==> src/rtl/t05_hist_sram_arb_if.sv <==
// Bus bundle between the histogram SRAM arbiter and its two requesters,
// the clear controller and the SRAM macro.
interface t05_hist_sram_arb_if;
   logic        clr_start;
   logic        clr_busy;
   logic        clr_done;
   logic        h_req;
   logic        h_we;
   logic        h_lock;
   logic [7:0]  h_addr;
   logic [31:0] h_wdata;
   logic        h_gnt;
   logic        h_rvalid;
   logic        c_req;
   logic        c_we;
   logic        c_lock;
   logic [7:0]  c_addr;
   logic [31:0] c_wdata;
   logic        c_gnt;
   logic        c_rvalid;
   logic [31:0] rdata;
   logic [1:0]  mem_wr_r_en;
   logic [7:0]  mem_addr;
   logic [31:0] mem_wdata;
   logic [31:0] mem_rdata;

   modport slave (
      input  clr_start, h_req, h_we, h_lock, h_addr, h_wdata,
             c_req, c_we, c_lock, c_addr, c_wdata, mem_rdata,
      output clr_busy, clr_done, h_gnt, h_rvalid, c_gnt, c_rvalid,
             rdata, mem_wr_r_en, mem_addr, mem_wdata
   );

   modport master (
      output clr_start, h_req, h_we, h_lock, h_addr, h_wdata,
             c_req, c_we, c_lock, c_addr, c_wdata, mem_rdata,
      input  clr_busy, clr_done, h_gnt, h_rvalid, c_gnt, c_rvalid,
             rdata, mem_wr_r_en, mem_addr, mem_wdata
   );
endinterface

==> src/rtl/t05_hist_sram_arb.sv <==
// Single-port histogram SRAM owner: clears the memory after reset or on demand,
// then arbitrates round-robin (with optional lock) between updater H and consumer C.
module t05_hist_sram_arb #(
   parameter int RD_LAT = 2,
   parameter int DEPTH  = 256
) (
   input logic                 clk,
   input logic                 rst,
   t05_hist_sram_arb_if.slave  bus
);
   localparam int CW = $clog2(DEPTH + 1);

   typedef enum logic [1:0] {S_CLEAR, S_ARB, S_RWAIT} state_t;

   localparam logic [1:0] OWN_NONE = 2'd0;
   localparam logic [1:0] OWN_H    = 2'd1;
   localparam logic [1:0] OWN_C    = 2'd2;
   localparam logic [1:0] CMD_WR   = 2'd1;
   localparam logic [1:0] CMD_IDLE = 2'd3;

   state_t        state, state_nxt;
   logic [CW-1:0] cnt, cnt_nxt;
   logic [2:0]    wcnt, wcnt_nxt;
   logic [1:0]    lock_owner, lock_nxt;
   logic          rr_last_c, rr_nxt;
   logic          rd_is_c, rd_is_c_nxt;
   logic          clr_pend, clr_pend_nxt;
   logic          busy_nxt, done_nxt;
   logic          h_gnt_nxt, c_gnt_nxt, h_rv_nxt, c_rv_nxt;
   logic [31:0]   rdata_nxt, wdata_nxt;
   logic [1:0]    cmd_nxt;
   logic [7:0]    addr_nxt;
   logic          hr, cr, pick_h, pick_c;

   always_ff @(posedge clk) begin
      if (rst) begin
         state           <= S_CLEAR;
         cnt             <= '0;
         wcnt            <= '0;
         lock_owner      <= OWN_NONE;
         rr_last_c       <= 1'b1;
         rd_is_c         <= 1'b0;
         clr_pend        <= 1'b0;
         bus.clr_busy    <= 1'b0;
         bus.clr_done    <= 1'b0;
         bus.h_gnt       <= 1'b0;
         bus.c_gnt       <= 1'b0;
         bus.h_rvalid    <= 1'b0;
         bus.c_rvalid    <= 1'b0;
         bus.rdata       <= '0;
         bus.mem_wr_r_en <= CMD_IDLE;
         bus.mem_addr    <= '0;
         bus.mem_wdata   <= '0;
      end else begin
         state           <= state_nxt;
         cnt             <= cnt_nxt;
         wcnt            <= wcnt_nxt;
         lock_owner      <= lock_nxt;
         rr_last_c       <= rr_nxt;
         rd_is_c         <= rd_is_c_nxt;
         clr_pend        <= clr_pend_nxt;
         bus.clr_busy    <= busy_nxt;
         bus.clr_done    <= done_nxt;
         bus.h_gnt       <= h_gnt_nxt;
         bus.c_gnt       <= c_gnt_nxt;
         bus.h_rvalid    <= h_rv_nxt;
         bus.c_rvalid    <= c_rv_nxt;
         bus.rdata       <= rdata_nxt;
         bus.mem_wr_r_en <= cmd_nxt;
         bus.mem_addr    <= addr_nxt;
         bus.mem_wdata   <= wdata_nxt;
      end
   end

   always_comb begin
      state_nxt    = state;
      cnt_nxt      = cnt;
      wcnt_nxt     = wcnt;
      lock_nxt     = lock_owner;
      rr_nxt       = rr_last_c;
      rd_is_c_nxt  = rd_is_c;
      clr_pend_nxt = clr_pend;
      busy_nxt     = 1'b0;
      done_nxt     = 1'b0;
      h_gnt_nxt    = 1'b0;
      c_gnt_nxt    = 1'b0;
      h_rv_nxt     = 1'b0;
      c_rv_nxt     = 1'b0;
      rdata_nxt    = bus.rdata;
      cmd_nxt      = CMD_IDLE;
      addr_nxt     = bus.mem_addr;
      wdata_nxt    = bus.mem_wdata;
      // A port whose grant is on the bus this cycle is still holding req; mask it.
      hr           = bus.h_req & ~bus.h_gnt & (lock_owner != OWN_C);
      cr           = bus.c_req & ~bus.c_gnt & (lock_owner != OWN_H);
      pick_h       = hr & (~cr | rr_last_c);
      pick_c       = cr & ~pick_h;

      case (state)
         S_CLEAR: begin
            clr_pend_nxt = 1'b0;
            if (cnt < CW'(DEPTH)) begin
               cmd_nxt   = CMD_WR;
               addr_nxt  = 8'(cnt);
               wdata_nxt = '0;
               busy_nxt  = 1'b1;
               cnt_nxt   = cnt + CW'(1);
            end else begin
               done_nxt  = 1'b1;
               state_nxt = S_ARB;
            end
         end
         S_ARB: begin
            if (bus.clr_start || clr_pend) begin
               // First clear write issues right away; the counter resumes at 1.
               clr_pend_nxt = 1'b0;
               lock_nxt     = OWN_NONE;
               cnt_nxt      = CW'(1);
               cmd_nxt      = CMD_WR;
               addr_nxt     = '0;
               wdata_nxt    = '0;
               busy_nxt     = 1'b1;
               state_nxt    = S_CLEAR;
            end else if (pick_h) begin
               h_gnt_nxt = 1'b1;
               cmd_nxt   = {1'b0, bus.h_we};
               addr_nxt  = bus.h_addr;
               wdata_nxt = bus.h_wdata;
               rr_nxt    = 1'b0;
               lock_nxt  = bus.h_lock ? OWN_H : OWN_NONE;
               if (!bus.h_we) begin
                  state_nxt   = S_RWAIT;
                  rd_is_c_nxt = 1'b0;
                  wcnt_nxt    = '0;
               end
            end else if (pick_c) begin
               c_gnt_nxt = 1'b1;
               cmd_nxt   = {1'b0, bus.c_we};
               addr_nxt  = bus.c_addr;
               wdata_nxt = bus.c_wdata;
               rr_nxt    = 1'b1;
               lock_nxt  = bus.c_lock ? OWN_C : OWN_NONE;
               if (!bus.c_we) begin
                  state_nxt   = S_RWAIT;
                  rd_is_c_nxt = 1'b1;
                  wcnt_nxt    = '0;
               end
            end
         end
         S_RWAIT: begin
            if (bus.clr_start) clr_pend_nxt = 1'b1;
            if (wcnt == 3'(RD_LAT)) begin
               rdata_nxt = bus.mem_rdata;
               h_rv_nxt  = ~rd_is_c;
               c_rv_nxt  = rd_is_c;
               state_nxt = S_ARB;
            end else begin
               wcnt_nxt = wcnt + 3'd1;
            end
         end
         default: state_nxt = S_CLEAR;
      endcase
   end
endmodule

==> src/flat_wrapper.sv <==
// flat-port wrapper written by rule: the top's interface ports become plain ports
module t05_hist_sram_arb_flat 
#(
   parameter int RD_LAT = 2,
   parameter int DEPTH  = 256
)
  (clk, rst, bus_clr_start, bus_h_req, bus_h_we, bus_h_lock, bus_h_addr, bus_h_wdata, bus_c_req, bus_c_we, bus_c_lock, bus_c_addr, bus_c_wdata, bus_mem_rdata, bus_clr_busy, bus_clr_done, bus_h_gnt, bus_h_rvalid, bus_c_gnt, bus_c_rvalid, bus_rdata, bus_mem_wr_r_en, bus_mem_addr, bus_mem_wdata);
  t05_hist_sram_arb_if bus_i ();
  input logic clk;
  input logic rst;
  input wire logic [$bits(bus_i.clr_start)-1:0] bus_clr_start;
  input wire logic [$bits(bus_i.h_req)-1:0] bus_h_req;
  input wire logic [$bits(bus_i.h_we)-1:0] bus_h_we;
  input wire logic [$bits(bus_i.h_lock)-1:0] bus_h_lock;
  input wire logic [$bits(bus_i.h_addr)-1:0] bus_h_addr;
  input wire logic [$bits(bus_i.h_wdata)-1:0] bus_h_wdata;
  input wire logic [$bits(bus_i.c_req)-1:0] bus_c_req;
  input wire logic [$bits(bus_i.c_we)-1:0] bus_c_we;
  input wire logic [$bits(bus_i.c_lock)-1:0] bus_c_lock;
  input wire logic [$bits(bus_i.c_addr)-1:0] bus_c_addr;
  input wire logic [$bits(bus_i.c_wdata)-1:0] bus_c_wdata;
  input wire logic [$bits(bus_i.mem_rdata)-1:0] bus_mem_rdata;
  output wire logic [$bits(bus_i.clr_busy)-1:0] bus_clr_busy;
  output wire logic [$bits(bus_i.clr_done)-1:0] bus_clr_done;
  output wire logic [$bits(bus_i.h_gnt)-1:0] bus_h_gnt;
  output wire logic [$bits(bus_i.h_rvalid)-1:0] bus_h_rvalid;
  output wire logic [$bits(bus_i.c_gnt)-1:0] bus_c_gnt;
  output wire logic [$bits(bus_i.c_rvalid)-1:0] bus_c_rvalid;
  output wire logic [$bits(bus_i.rdata)-1:0] bus_rdata;
  output wire logic [$bits(bus_i.mem_wr_r_en)-1:0] bus_mem_wr_r_en;
  output wire logic [$bits(bus_i.mem_addr)-1:0] bus_mem_addr;
  output wire logic [$bits(bus_i.mem_wdata)-1:0] bus_mem_wdata;
  assign bus_i.clr_start = bus_clr_start;
  assign bus_i.h_req = bus_h_req;
  assign bus_i.h_we = bus_h_we;
  assign bus_i.h_lock = bus_h_lock;
  assign bus_i.h_addr = bus_h_addr;
  assign bus_i.h_wdata = bus_h_wdata;
  assign bus_i.c_req = bus_c_req;
  assign bus_i.c_we = bus_c_we;
  assign bus_i.c_lock = bus_c_lock;
  assign bus_i.c_addr = bus_c_addr;
  assign bus_i.c_wdata = bus_c_wdata;
  assign bus_i.mem_rdata = bus_mem_rdata;
  assign bus_clr_busy = bus_i.clr_busy;
  assign bus_clr_done = bus_i.clr_done;
  assign bus_h_gnt = bus_i.h_gnt;
  assign bus_h_rvalid = bus_i.h_rvalid;
  assign bus_c_gnt = bus_i.c_gnt;
  assign bus_c_rvalid = bus_i.c_rvalid;
  assign bus_rdata = bus_i.rdata;
  assign bus_mem_wr_r_en = bus_i.mem_wr_r_en;
  assign bus_mem_addr = bus_i.mem_addr;
  assign bus_mem_wdata = bus_i.mem_wdata;
  t05_hist_sram_arb #(.RD_LAT(RD_LAT), .DEPTH(DEPTH)) u_core (.clk(clk), .rst(rst), .bus(bus_i));
endmodule
==> config.mk <==
export PLATFORM = sky130hd
export DESIGN_NAME = t05_hist_sram_arb_flat
export DESIGN_NICKNAME = d
export VERILOG_FILES = /design/src/rtl/t05_hist_sram_arb_if.sv /design/src/rtl/t05_hist_sram_arb.sv /design/src/flat_wrapper.sv
export SDC_FILE = /design/constraint.sdc
export NUM_CORES = 1
export LEC_CHECK = 0
export ABC_AREA = 0
export CORE_MARGIN = 2
export CORE_UTILIZATION = 45
export CTS_BUF_LIST = sky130_fd_sc_hd__clkbuf_4 sky130_fd_sc_hd__clkbuf_8
export DETAILED_ROUTE_END_ITERATION = 12
export PLACE_DENSITY = 0.86
export SYNTH_ARGS = -nofsm -noshare
export SYNTH_HDL_FRONTEND = slang
export SYNTH_SLANG_ARGS = --single-unit
==> constraint.sdc <==
create_clock -name clk -period 5.3 [get_ports clk]
set_clock_uncertainty 0.1 [all_clocks]
set_input_delay 0.795 -clock clk [delete_from_list [all_inputs] [get_ports clk]]
set_output_delay 0.795 -clock clk [all_outputs]
set_load 0.05 [all_outputs]
-- After elaboration in Yosys (flattened, before gate mapping)
Cells that the tools add are included.
Widths: inputs -> output; s select.
- $lt $le $gt $ge: 1
- bitwise logic cells: 17
- $add $sub $neg: 2
- multiplexer cells: 53
- equal/unequal tests: 20
- reductions and logical operators: 20
- operators with widths (kind ; number):
    $mux 32 ; 4
    $pmux 32 s2 ; 1
    $mux 8 ; 4
    $mux 2 ; 15
    $mux 3 ; 6
    $mux 9 ; 2
    $pmux 9 s2 ; 1
    $pmux 8 s2 ; 1
    $mux 1 ; 14
    $ne 2x2->1 const B ; 6
    $reduce_and 3->1 ; 4
    $ne 2x1->1 const B ; 5
    $not 1->1 ; 10
    $reduce_and 5->1 ; 2
    $add 9x1->9 const B ; 1
    $lt 9x9->1 const B ; 1
    $and 1x1->1 ; 6
    $pmux 2 s3 ; 1
    $pmux 3 s2 ; 1
    $reduce_and 6->1 ; 1
    $reduce_bool 2->1 ; 3
    $reduce_bool 3->1 ; 2
    $reduce_or 3->1 ; 2
    $ne 4x1->1 const B ; 1
    other kinds (18) ; 19
- input port bits: 121
- output and inout port bits: 80
- logic and storage cells: 130
- register bits after elaboration: 99

-- Depth between registers and ports, before layout
- depth in word-level cells: 12
- gate-level depth with buffers: 8

-- Least setup slack after synthesis
Ideal clock, no wire load.
- path type: input -> register
- start point: input bus_c_req
- end point: register u_core.bus.mem_addr[2] (netlist bit)
- cell stages on the path: 6
- slack: 3069 ps
- data arrival time: 2000 ps
- required time: 5068 ps
- cell sequence: nand2b_1 -> o311ai_4 -> buf_6 -> mux2_1 -> a221oi_1 -> nor3_1
- cells in the longest elaborated chain, start to end: 9
- ends and longest elaborated chain (element ; line ; text):
    start: declaration ; flat_wrapper.sv:17 ; input wire logic [$bits(bus_i.c_req)-1:0] bus_c_req;
    $and 1x1->1 (*) (2 in a row) ; t05_hist_sram_arb.sv:95 ; cr = bus.c_req & ~bus.c_gnt & (lock_owner != OWN_H);
    $not 1->1 ; t05_hist_sram_arb.sv:96 ; pick_h = hr & (~cr | rr_last_c);
    $or 1x1->1 ; t05_hist_sram_arb.sv:96 ;
    $and 1x1->1 ; t05_hist_sram_arb.sv:96 ;
    $not 1->1 ; t05_hist_sram_arb.sv:97 ; pick_c = cr & ~pick_h;
    $and 1x1->1 ; t05_hist_sram_arb.sv:97 ;
    $ne 4x1->1 (no source line) ; - ;
    $reduce_and 3->1 (no source line) ; - ;
    end signal: assignment ; t05_hist_sram_arb.sv:70 ; bus.mem_addr <= addr_nxt;
    end: declaration ; t05_hist_sram_arb_if.sv:31 ; rdata, mem_wr_r_en, mem_addr, mem_wdata
Mark *: on every way between the ends. The rest lies on a longest branch, timed or not.
A chain may end at the register's enable or synchronous reset.

-- Final worst setup path
- start point: input bus_clr_start
- end point: register u_core.bus.mem_wdata[31] (netlist bit)
- cells in the longest elaborated chain, start to end: 3
- ends and longest elaborated chain (element ; line ; text):
    start: declaration ; flat_wrapper.sv:11 ; input wire logic [$bits(bus_i.clr_start)-1:0] bus_clr_start;
    $logic_or 1x1->1 (*) ; t05_hist_sram_arb.sv:114 ; if (bus.clr_start || clr_pend) begin
    $ne 4x1->1 (no source line) / $mux 32 (equally long branches) ; - ;
    $reduce_and 3->1 (no source line) / $pmux 32 s2 (equally long branches) ; - ;
    end signal: assignment ; t05_hist_sram_arb.sv:71 ; bus.mem_wdata <= wdata_nxt;
    end: declaration ; t05_hist_sram_arb_if.sv:31 ;
Marked as above.

==> impl_metrics.json <==
{
  "run_status": "finished clean",
  "grt-ovfl-total": 0,
  "ys_top_cells_by_count": "dfxtp_1 (99), nand2_1 (77), a21oi_1 (41)",
  "power.share.combinational_pct": 11.3,
  "crit_path_start_kind": "primary input",
  "fmax_mhz": 340,
  "r2r-start": "u_core.state[0]",
  "cts-htree-levels": 3,
  "drv_cap": 0,
  "r2r_slack_ps": 2730,
  "multiInputGateArea_um2": 1980,
  "dieArea_um2": 10100,
  "seq_area_um2": 1980,
  "synth_top_family_by_area": "simple AND/OR/NAND/NOR gates",
  "core.rowCount": 35,
  "die_h_um": 100,
  "drtAntennaViolNets": 0,
  "startpoint": "bus_clr_start",
  "dp.cells": 722,
  "cts_setup_buffers": 0,
  "swShare_pct": 23.4,
  "synthMuxAreaShare_pct": 10.9,
  "hold_path.class": "reg2reg",
  "finalCoreUtilization_pct": 69.6,
  "cp.required_ps": 5490,
  "yosys.area.top_type_share_pct": 47.5,
  "routedWlPerCell_um": 15.9,
  "start_util_pct": 45.8,
  "fin_tns_setup_ps": 0,
  "yosysMostFrequentCell": "dfxtp_1",
  "dp_hpwl_um": 8680,
  "power_frac_seq_pct": 53.3,
  "place_area_um2": 6140,
  "grt_setup_unrepaired": "false",
  "fin_crit_sh_pct": 55.4,
  "synth_xor_xnor_area_share_pct": 1.47,
  "power.density_nw_per_um2": 222,
  "power.internal_mw": 1.08,
  "clkTransAtPathRegs_ps": 100,
  "path_class": "in2reg",
  "setup_violations": 0,
  "clock_path_buffers": 2,
  "nets": 746,
  "synth_top_area_cell": "dfxtp_1",
  "endpoint": "u_core.bus.mem_wdata[31]",
  "drive_gt1_share_pct": 5.26,
  "fin_area_um2": 6340,
  "relSlewSlack_pct": 16.4,
  "antenna_found_initial": 0,
  "syn_to_final_growth_pct": 52.0,
  "vias": 3898,
  "first_iter_violations": 131,
  "grt_max_degree": 58,
  "synth_adder_area_share_pct": 0.899,
  "switching_power_mw": 0.329,
  "ir_worst_vdd_v": 0.000149,
  "io_buffers": 200,
  "n_antenna_cell": 0,
  "worstPathMaxFanout": 32,
  "grt_pass1_vias": 3790,
  "async_reset_ff_share_pct": 0,
  "clock_latency_ps": 360,
  "syn_area_um2": 4170,
  "die_width_um": 100,
  "synthCells": 437,
  "synth_edf_count": 0,
  "syn_nets": 561,
  "vias_per_cell": 5.28,
  "synth.area.top_cells": "dfxtp_1 (47%), mux2i_1 (8.2%), nand2_1 (6.9%)",
  "yosys.area_share.simple_pct": 17.3,
  "routabilityCongestion": 0.868,
  "timing.rr.end": "u_core.bus.mem_wdata[31]",
  "core-area_um2": 9110,
  "track_usage_pct": 22.5,
  "synth.ff_latch_count": 99,
  "rr_worst_depth": 5,
  "root_buffer": "clkbuf_8",
  "drc_errors": 0,
  "synthFlopType": "dfxtp_1",
  "slew_viol_final": 0,
  "p_leak_nw": 2.27,
  "worstMarginPinSlew_ps": 1250,
  "cts_tree": "done",
  "wirelength_um": 11700,
  "fill_cells": 740,
  "drtPass1Iterations": 4,
  "clock_sinks": 99,
  "clkPwrFrac_pct": 35.4,
  "yosysSeqAreaShare_pct": 47.5,
  "arrival_ps": 3130,
  "endpoint_kind": "flip-flop",
  "cts_resized": 0,
  "ys_types": 46,
  "numCtsBuffers": 9,
  "yosys_warnings": 0,
  "post-route-min-period_ps": 2940,
  "synth-compound-area-share_pct": 16.8,
  "synth.avg_cell_area_um2": 9.55,
  "hold_violations": 0,
  "pin_count": 201,
  "cts_hold_buf": 0,
  "grt_pass1_wl_um": 18200,
  "fin_cells": 738
}
[state kept, by name, summed over array words and instances, names as in the netlist, 2 cells and up]
signal / cells
u_core.bus.rdata: 32
u_core.bus.mem_wr_r_en: 2
u_core.wcnt: 3
u_core.cnt: 9
u_core.state: 2
u_core.bus.mem_addr: 8
u_core.bus.mem_wdata: 32
u_core.lock_owner: 2
[per-stage QoR]
step / hold slack (ps) / total power, mW / worst slack (ps)
after floorplan: 335 / 0.825 / 3070
after global placement: 341 / 0.923 / 2140
after detailed placement: 346 / 0.927 / 2020
after CTS: 359 / 1.42 / 2390
after global routing: 373 / 1.46 / 2180
final: 358 / 1.41 / 2360
[critical path, cell delays in order]
cell	delay, ps
clkdlybuf4s50_1	500
nor4b_4	620
a311oi_1	210
and2_1	360
nor2_8	460
o2bb2ai_1	190
[power groups by stage]
stage	Clock, mW	Sequential [mW]	Combinational (mW)
final	0.498	0.751	0.159
after global routing	0.537	0.752	0.171
after CTS	0.507	0.751	0.160
after detailed placement	0	0.768	0.158
after global placement	0	0.768	0.155
after floorplan	0	0.775	0.0502
[cell type report]
type,instances,area share (%)
Tap cell,111,2.19
Clock inverter,6,1.14
Sequential cell,99,31.2
Timing Repair Buffer,203,31.8
Multi-Input combinational cell,304,31.2
Inverter,5,0.296
Clock buffer,10,2.07
[placed cells by master (no fill, tap or decap), types with 9 or more instances in the layout]
cell	instances
mux2i_1	34
clkbuf_8	9
o2bb2ai_1	28
clkdlybuf4s50_1	199
nand2_1	77
dfxtp_1	99
a21oi_1	41
nor2_1	23
nor3_1	17
[layer usage]
layer  up-vias  track usage, %  part of all wire (%)
met5         -               0                     0
met3        21            5.85                   5.9
met1      1847            26.3                    40
li1       1918               -                     -
met4         0            7.38                   2.0
met2       112            40.0                    52
[logic make-up after synthesis]
logic type | count (synthesis)
buffers and inverters | 34
flip-flops | 99
XOR/XNOR | 7
AO/OA/AOI/OAI | 97
adder cells (fa/ha/maj) | 3
AND/OR/NAND/NOR | 153
multiplexers | 44
[worst min path at each step]
stage                         startpoint                    to  depth (start not counted)
finish              u_core.bus.rdata[17]  u_core.bus.rdata[17]                          2
floorplan                 u_core.rd_is_c   u_core.bus.h_rvalid                          1
detailed placement   u_core.bus.rdata[9]   u_core.bus.rdata[9]                          2
global route         u_core.bus.rdata[9]   u_core.bus.rdata[9]                          2
global placement    u_core.bus.rdata[15]  u_core.bus.rdata[15]                          2
CTS                 u_core.bus.rdata[19]  u_core.bus.rdata[19]                          2
Power figures use the tool's default switching activity.
